==> config.mk <==
export PLATFORM = sky130hd
export DESIGN_NAME = fir_out_conditioner_flat
export DESIGN_NICKNAME = d
export VERILOG_FILES = /design/src/rtl/fir_out_conditioner_if.sv /design/src/rtl/fir_out_conditioner.sv /design/src/flat_wrapper.sv
export SDC_FILE = /design/constraint.sdc
export NUM_CORES = 1
export LEC_CHECK = 0
export CORE_MARGIN = 5
export CORE_UTILIZATION = 50
export DETAILED_ROUTE_END_ITERATION = 10
export PLACE_DENSITY = 0.78
export SYNTH_ARGS = -nofsm -noshare
export SYNTH_HDL_FRONTEND = slang
export SYNTH_SLANG_ARGS = --single-unit
==> constraint.sdc <==
create_clock -name clk -period 3.9 [get_ports clk]
set_input_delay 0.78 -clock clk [delete_from_list [all_inputs] [get_ports clk]]
set_output_delay 0.78 -clock clk [all_outputs]
set_load 0.03 [all_outputs]
==> src/rtl/fir_out_conditioner_if.sv <==
// Sample-in / conditioned-sample-out bundle for fir_out_conditioner.
// The master side is the FIR source plus the consumer. The slave side is the conditioner.
interface fir_out_conditioner_if #(
  parameter int IN_W  = 32,
  parameter int OUT_W = 16,
  parameter int DEPTH = 8
) ();
  localparam int LVL_W = $clog2(DEPTH + 1);

  logic [IN_W-1:0]  y_in;
  logic             in_valid;
  logic [OUT_W-1:0] out_data;
  logic             out_valid;
  logic             out_ready;
  logic [LVL_W-1:0] level;
  logic             sat_flag;
  logic             drop_flag;
  logic             clr_flags;

  modport master (
    output y_in, in_valid, out_ready, clr_flags,
    input  out_data, out_valid, level, sat_flag, drop_flag
  );

  modport slave (
    input  y_in, in_valid, out_ready, clr_flags,
    output out_data, out_valid, level, sat_flag, drop_flag
  );
endinterface

==> src/rtl/fir_out_conditioner.sv <==
// Post-FIR conditioner. It performs these steps in order:
//   1. drops the delay-line fill samples;
//   2. decimates;
//   3. rescales with round-half-up and saturates;
//   4. buffers results in a first-word-fall-through FIFO with valid/ready toward the consumer.
// Sticky flags report clipping and FIFO overflow.
module fir_out_conditioner #(
  parameter int IN_W   = 32,
  parameter int OUT_W  = 16,
  parameter int SHIFT  = 8,
  parameter int DEC    = 1,
  parameter int WARMUP = 10,
  parameter int DEPTH  = 8
) (
  input logic                  clk,
  input logic                  rst_n,
  fir_out_conditioner_if.slave bus
);
  localparam int LVL_W  = $clog2(DEPTH + 1);
  localparam int PTR_W  = (DEPTH > 1) ? $clog2(DEPTH) : 1;
  localparam int WCNT_W = (WARMUP > 0) ? $clog2(WARMUP + 1) : 1;
  localparam int PH_W   = (DEC > 1) ? $clog2(DEC) : 1;
  localparam int EXT_W  = IN_W + 1;

  localparam logic [EXT_W-1:0] ONE = EXT_W'(1);
  // Half an LSB of the shifted result. This is zero when SHIFT is 0.
  localparam logic [EXT_W-1:0] RND = (ONE << SHIFT) >> 1;
  localparam logic signed [EXT_W-1:0] MAXV = signed'((ONE << (OUT_W - 1)) - ONE);
  localparam logic signed [EXT_W-1:0] MINV = signed'(~((ONE << (OUT_W - 1)) - ONE));

  logic [WCNT_W-1:0] warm_q, warm_d;
  logic [PH_W-1:0]   phase_q, phase_d;
  logic              stage_valid_q, stage_valid_d;
  logic [OUT_W-1:0]  stage_data_q, stage_data_d;
  logic [PTR_W-1:0]  wr_ptr_q, wr_ptr_d;
  logic [PTR_W-1:0]  rd_ptr_q, rd_ptr_d;
  logic [LVL_W-1:0]  level_q, level_d;
  logic              out_valid_q, out_valid_d;
  logic              sat_q, sat_d;
  logic              drop_q, drop_d;
  logic [OUT_W-1:0]  mem_q [DEPTH];

  logic                    warm_done, keep, clip, push, pop, full;
  logic signed [EXT_W-1:0] rounded, shifted;
  logic [OUT_W-1:0]        cond;

  // Widen by one bit so adding the rounding constant cannot overflow. Then shift and clamp.
  always_comb begin
    rounded = signed'({bus.y_in[IN_W-1], bus.y_in}) + signed'(RND);
    shifted = rounded >>> SHIFT;
    clip    = 1'b0;
    cond    = shifted[OUT_W-1:0];
    if (shifted > MAXV) begin
      cond = MAXV[OUT_W-1:0];
      clip = 1'b1;
    end else if (shifted < MINV) begin
      cond = MINV[OUT_W-1:0];
      clip = 1'b1;
    end
  end

  // Next-state logic for the warm-up, decimation, stage, FIFO and flag registers.
  always_comb begin
    warm_done = (warm_q == WCNT_W'(WARMUP));
    keep      = bus.in_valid && warm_done && (phase_q == '0);
    pop       = out_valid_q && bus.out_ready;
    full      = (level_q == LVL_W'(DEPTH));
    push      = stage_valid_q && (!full || pop);

    warm_d = warm_q;
    if (bus.in_valid && !warm_done) warm_d = warm_q + WCNT_W'(1);

    phase_d = phase_q;
    if (bus.in_valid && warm_done)
      phase_d = (phase_q == PH_W'(DEC - 1)) ? '0 : phase_q + PH_W'(1);

    stage_valid_d = keep;
    stage_data_d  = keep ? cond : stage_data_q;

    wr_ptr_d = push ? wr_ptr_q + PTR_W'(1) : wr_ptr_q;
    rd_ptr_d = pop  ? rd_ptr_q + PTR_W'(1) : rd_ptr_q;

    unique case ({push, pop})
      2'b10:   level_d = level_q + LVL_W'(1);
      2'b01:   level_d = level_q - LVL_W'(1);
      default: level_d = level_q;
    endcase
    out_valid_d = (level_d != '0);

    // A clear that coincides with a new event leaves the flag set.
    sat_d = bus.clr_flags ? 1'b0 : sat_q;
    if (keep && clip) sat_d = 1'b1;
    drop_d = bus.clr_flags ? 1'b0 : drop_q;
    if (stage_valid_q && !push) drop_d = 1'b1;
  end

  // Control and status registers.
  always_ff @(posedge clk or negedge rst_n) begin
    if (!rst_n) begin
      warm_q        <= '0;
      phase_q       <= '0;
      stage_valid_q <= 1'b0;
      stage_data_q  <= '0;
      wr_ptr_q      <= '0;
      rd_ptr_q      <= '0;
      level_q       <= '0;
      out_valid_q   <= 1'b0;
      sat_q         <= 1'b0;
      drop_q        <= 1'b0;
    end else begin
      warm_q        <= warm_d;
      phase_q       <= phase_d;
      stage_valid_q <= stage_valid_d;
      stage_data_q  <= stage_data_d;
      wr_ptr_q      <= wr_ptr_d;
      rd_ptr_q      <= rd_ptr_d;
      level_q       <= level_d;
      out_valid_q   <= out_valid_d;
      sat_q         <= sat_d;
      drop_q        <= drop_d;
    end
  end

  // FIFO storage. It needs no reset because the pointers and level define which entries are live.
  always_ff @(posedge clk) begin
    if (push) mem_q[wr_ptr_q] <= stage_data_q;
  end

  assign bus.out_data  = out_valid_q ? mem_q[rd_ptr_q] : '0;
  assign bus.out_valid = out_valid_q;
  assign bus.level     = level_q;
  assign bus.sat_flag  = sat_q;
  assign bus.drop_flag = drop_q;
endmodule

==> src/flat_wrapper.sv <==
// flat-port wrapper written by rule: the top's interface ports become plain ports
module fir_out_conditioner_flat 
#(
  parameter int IN_W   = 32,
  parameter int OUT_W  = 16,
  parameter int SHIFT  = 8,
  parameter int DEC    = 1,
  parameter int WARMUP = 10,
  parameter int DEPTH  = 8
)
  (clk, rst_n, bus_y_in, bus_in_valid, bus_out_ready, bus_clr_flags, bus_out_data, bus_out_valid, bus_level, bus_sat_flag, bus_drop_flag);
  fir_out_conditioner_if #(.IN_W(IN_W), .OUT_W(OUT_W), .DEPTH(DEPTH)) bus_i ();
  input logic clk;
  input logic rst_n;
  input wire logic [$bits(bus_i.y_in)-1:0] bus_y_in;
  input wire logic [$bits(bus_i.in_valid)-1:0] bus_in_valid;
  input wire logic [$bits(bus_i.out_ready)-1:0] bus_out_ready;
  input wire logic [$bits(bus_i.clr_flags)-1:0] bus_clr_flags;
  output wire logic [$bits(bus_i.out_data)-1:0] bus_out_data;
  output wire logic [$bits(bus_i.out_valid)-1:0] bus_out_valid;
  output wire logic [$bits(bus_i.level)-1:0] bus_level;
  output wire logic [$bits(bus_i.sat_flag)-1:0] bus_sat_flag;
  output wire logic [$bits(bus_i.drop_flag)-1:0] bus_drop_flag;
  assign bus_i.y_in = bus_y_in;
  assign bus_i.in_valid = bus_in_valid;
  assign bus_i.out_ready = bus_out_ready;
  assign bus_i.clr_flags = bus_clr_flags;
  assign bus_out_data = bus_i.out_data;
  assign bus_out_valid = bus_i.out_valid;
  assign bus_level = bus_i.level;
  assign bus_sat_flag = bus_i.sat_flag;
  assign bus_drop_flag = bus_i.drop_flag;
  fir_out_conditioner #(.IN_W(IN_W), .OUT_W(OUT_W), .SHIFT(SHIFT), .DEC(DEC), .WARMUP(WARMUP), .DEPTH(DEPTH)) u_core (.clk(clk), .rst_n(rst_n), .bus(bus_i));
endmodule
==> impl_metrics.tcl, run 1 <==
set metrics [dict create \
    critPathKind "register to output pin" \
    grt_util_all_layers_pct 18.3 \
    post-place-ws_ns 0.318 \
    htreeDepth 4 \
    max_slew_margin_pct 46.9 \
    clk_path_buf_depth 2 \
    fin_ws_ns 0.318 \
    fin_tns_setup_ns 0 \
    p_leak_uw 0.00296 \
    synth_area_per_cell_um2 15.7 \
    busiest_layer "met2" \
    synth.distinct_cells 53 \
    cp.arrival_ns 2.80 \
    first_pass_iters 5 \
    design_area_mm2 0.00853 \
    grt.overflow.total 0 \
    seq_area_frac_synth_pct 65.9 \
    clkLatencyLatePin_ns 0.42 \
    yosys.area.top_type "edfxtp_1" \
    finalPower_uw 6170 \
    cts_setup_buffers 0 \
    ys_ff_latch 162 \
    core_mm2 0.0139 \
    rows 43 \
    layout_common_cells "edfxtp_1 (128), clkdlybuf4s50_1 (51), dfrtp_1 (33)" \
    antenna_found_initial 0 \
    gr-usage-met3_pct 4.29 \
    synthToLayoutAreaGrowth_pct 19.8 \
    via_per_inst 5.82 \
    setup_violations 0 \
    met1_usage_pct 23.9 \
    tightest_slew_ns 0.796 \
    cts_resized 0 \
    fmax_ghz 0.279 \
    cts_tree "built" \
    cts_buffers 17 \
    grt_first_pass_wirelength_um 22900 \
    clkTransAtPathRegs_ns 0.06 \
    r2r-end "u_core.bus.out_valid$_DFF_PN0_" \
    yosysWarnings 0 \
    grt_pass1_vias 4314 \
    diodes 0 \
    netlist_area_mm2 0.00713 \
    maxCapViolations 0 \
    syn_nets 499 \
    wl_per_cell_um 19.9 \
    dpl_cell_area_mm2 0.00793 \
    initial_core_util_pct 51.1 \
    synthFlopType "edfxtp_1" \
    hold_viol 0 \
    ff2ff_path_depth 11 \
    async_reset_ff_share_pct 21.0 \
    dp_hpwl_um 9210 \
    layout_commonest_cell "edfxtp_1" \
    io_pins 60 \
    yosys-top-cells-area "edfxtp_1 (54%), dfrtp_1 (12%), mux4_2 (10%)" \
    use_met2_pct 30.9 \
    fin_nets 565 \
    grt_setup_unrepaired "false" \
    die_y_um 129 \
    hp-class "primary input to async pin" \
    die_w_um 129 \
    root_buffer "clkbuf_16" \
    drv_slew 0 \
    dieArea_mm2 0.0167 \
    ant_nets 0 \
    min_period_over_period_pct 91.8 \
    r2r_setup_slack_ns 1.14 \
    drt_wl_total_um 14200 \
    drive_gt1_share_pct 18.4 \
    grt_max_degree 35 \
    critPathMaxFanout 21 \
    routed-via-count 4149 \
    clkSinkCount 162 \
    first_iter_violations 340 \
    drcViolationCount 0 \
    io_buffers 52 \
    syn_inst 454 \
    clock_skew_ns 0.00656 \
    hold_buffers 0 \
    synth_top_area_share_pct 53.9 \
    end_kind "output pin" \
    timing.rr.start "u_core.bus.out_valid$_DFF_PN0_" \
    gp_congestion 0.893 \
    vdd_ir_drop_max_mv 0.361 \
    fillers 984 \
    p_per_area_mw_per_mm2 722 \
    critPathLaunchType "register" \
    post-route-min-period_ns 3.58 \
    synth_edf_count 128 \
    outcome "finished, final reports clean" \
    required_ns 3.12 \
]
[stage by stage]
stage	hold WS, ns	std cells	utilization, %
after floorplan	0.445	454	-
after CTS	0.453	713	61.2
after detailed placement	0.463	681	56.9
after global routing	0.490	713	61.2
after global placement	0.465	681	56.9
final	0.420	713	61.2
[worst max-delay path by stage]
stage,from,to,slack (ns),cells past startpoint
final,u_core.rd_ptr_q[0]$_DFFE_PN0P_,bus_out_data[0],0.32,5
after global routing,u_core.rd_ptr_q[0]$_DFFE_PN0P_,bus_out_data[0],0.16,5
after CTS,u_core.rd_ptr_q[0]$_DFFE_PN0P_,bus_out_data[0],0.28,5
after detailed placement,bus_y_in[15],u_core.stage_data_q[1]$_DFFE_PN0P_,0.32,7
after global placement,bus_y_in[12],u_core.stage_data_q[1]$_DFFE_PN0P_,0.42,7
after floorplan,bus_out_ready,u_core.mem_q[0][0]$_DFFE_PP_,0.77,5
[worst max-delay path, cell delays in order (launching register included)]
cell and delay [ns]:
dfrtp_2 0.69, buf_12 0.27, mux4_2 0.51, mux2i_1 0.23
nor2b_1 0.07, clkdlybuf4s50_1 0.59
[logic make-up after synthesis]
kind of cell	after synthesis	synth area share, %
AO/OA/AOI/OAI	58	5.62
multiplexers	53	13.1
AND/OR/NAND/NOR	120	9.43
buffers and inverters	30	1.67
XOR/XNOR	23	2.83
adder cells (fa/ha/maj)	8	1.51
flip-flops	162	65.9
[registers in the layout, indices dropped and copies added, names as in the netlist]
name	flops
u_core.mem_q	128
u_core.stage_data_q	16
u_core.warm_q	4
u_core.wr_ptr_q	3
u_core.bus.sat_flag	1
u_core.bus.drop_flag	1
u_core.rd_ptr_q	3
u_core.bus.out_valid	1
u_core.bus.level	4
u_core.stage_valid_q	1
[routing by layer]
metal	routed length [um]	share of wire, %	vias up
met1	5840	41	2063
met4	214	1.5	0
met3	868	6.1	19
met2	7240	51	164
met5	0	0	-
li1	-	-	1903
[layout make-up]
cell class	count	area (um2)	area share (%)
clock inverter	12	158	1.85
inverter	8	30.0	0.352
timing repair buffer	69	656	7.68
tap	180	225	2.64
multi-input combinational	262	2320	27.2
sequential	162	4700	55.0
clock buffer	20	447	5.23
[cell usage after synthesis (all sizes together) (2+ instances only)]
master  instances
xor2           12
nor4            7
nor3            4
and3            2
o41ai           2
a311oi          2
or3             5
and4            2
or2             2
a21oi          18
nor2b          17
or3b            2
nand2          22
nand4b          3
o22ai           2
nand4           9
nand2b          4
mux2i          20
clkbuf         14
xnor2          11
nor2           23
o211ai          2
a21o            3
dfrtp          34
mux4           32
nand3          11
ha              7
o21ai          20
and2            2
or4             4
a211oi          3
buf             8
edfxtp        128
inv             8
[report_power, final]
part | leakage (uW) | total [uW] | internal, uW | switching (uW)
clock | 0.000287 | 1670 | 1030 | 646
combinational | 0.00109 | 1920 | 943 | 981
sequential | 0.00158 | 2570 | 2210 | 355
total | 0.00296 | 6170 | 4180 | 1980
No activity file was read; power rests on OpenSTA's default activity.
==> inputs of run 2 (changes only) <==
--- a/config.mk
+++ b/config.mk
@@ -5,6 +5,7 @@
 export SDC_FILE = /design/constraint.sdc
 export NUM_CORES = 1
 export LEC_CHECK = 0
+export ABC_CLOCK_PERIOD_IN_PS = 3900
 export CORE_MARGIN = 5
 export CORE_UTILIZATION = 50
 export DETAILED_ROUTE_END_ITERATION = 10
==> results of run 2 <==
Final layout, timing and power as in run 1 (identical DEF).
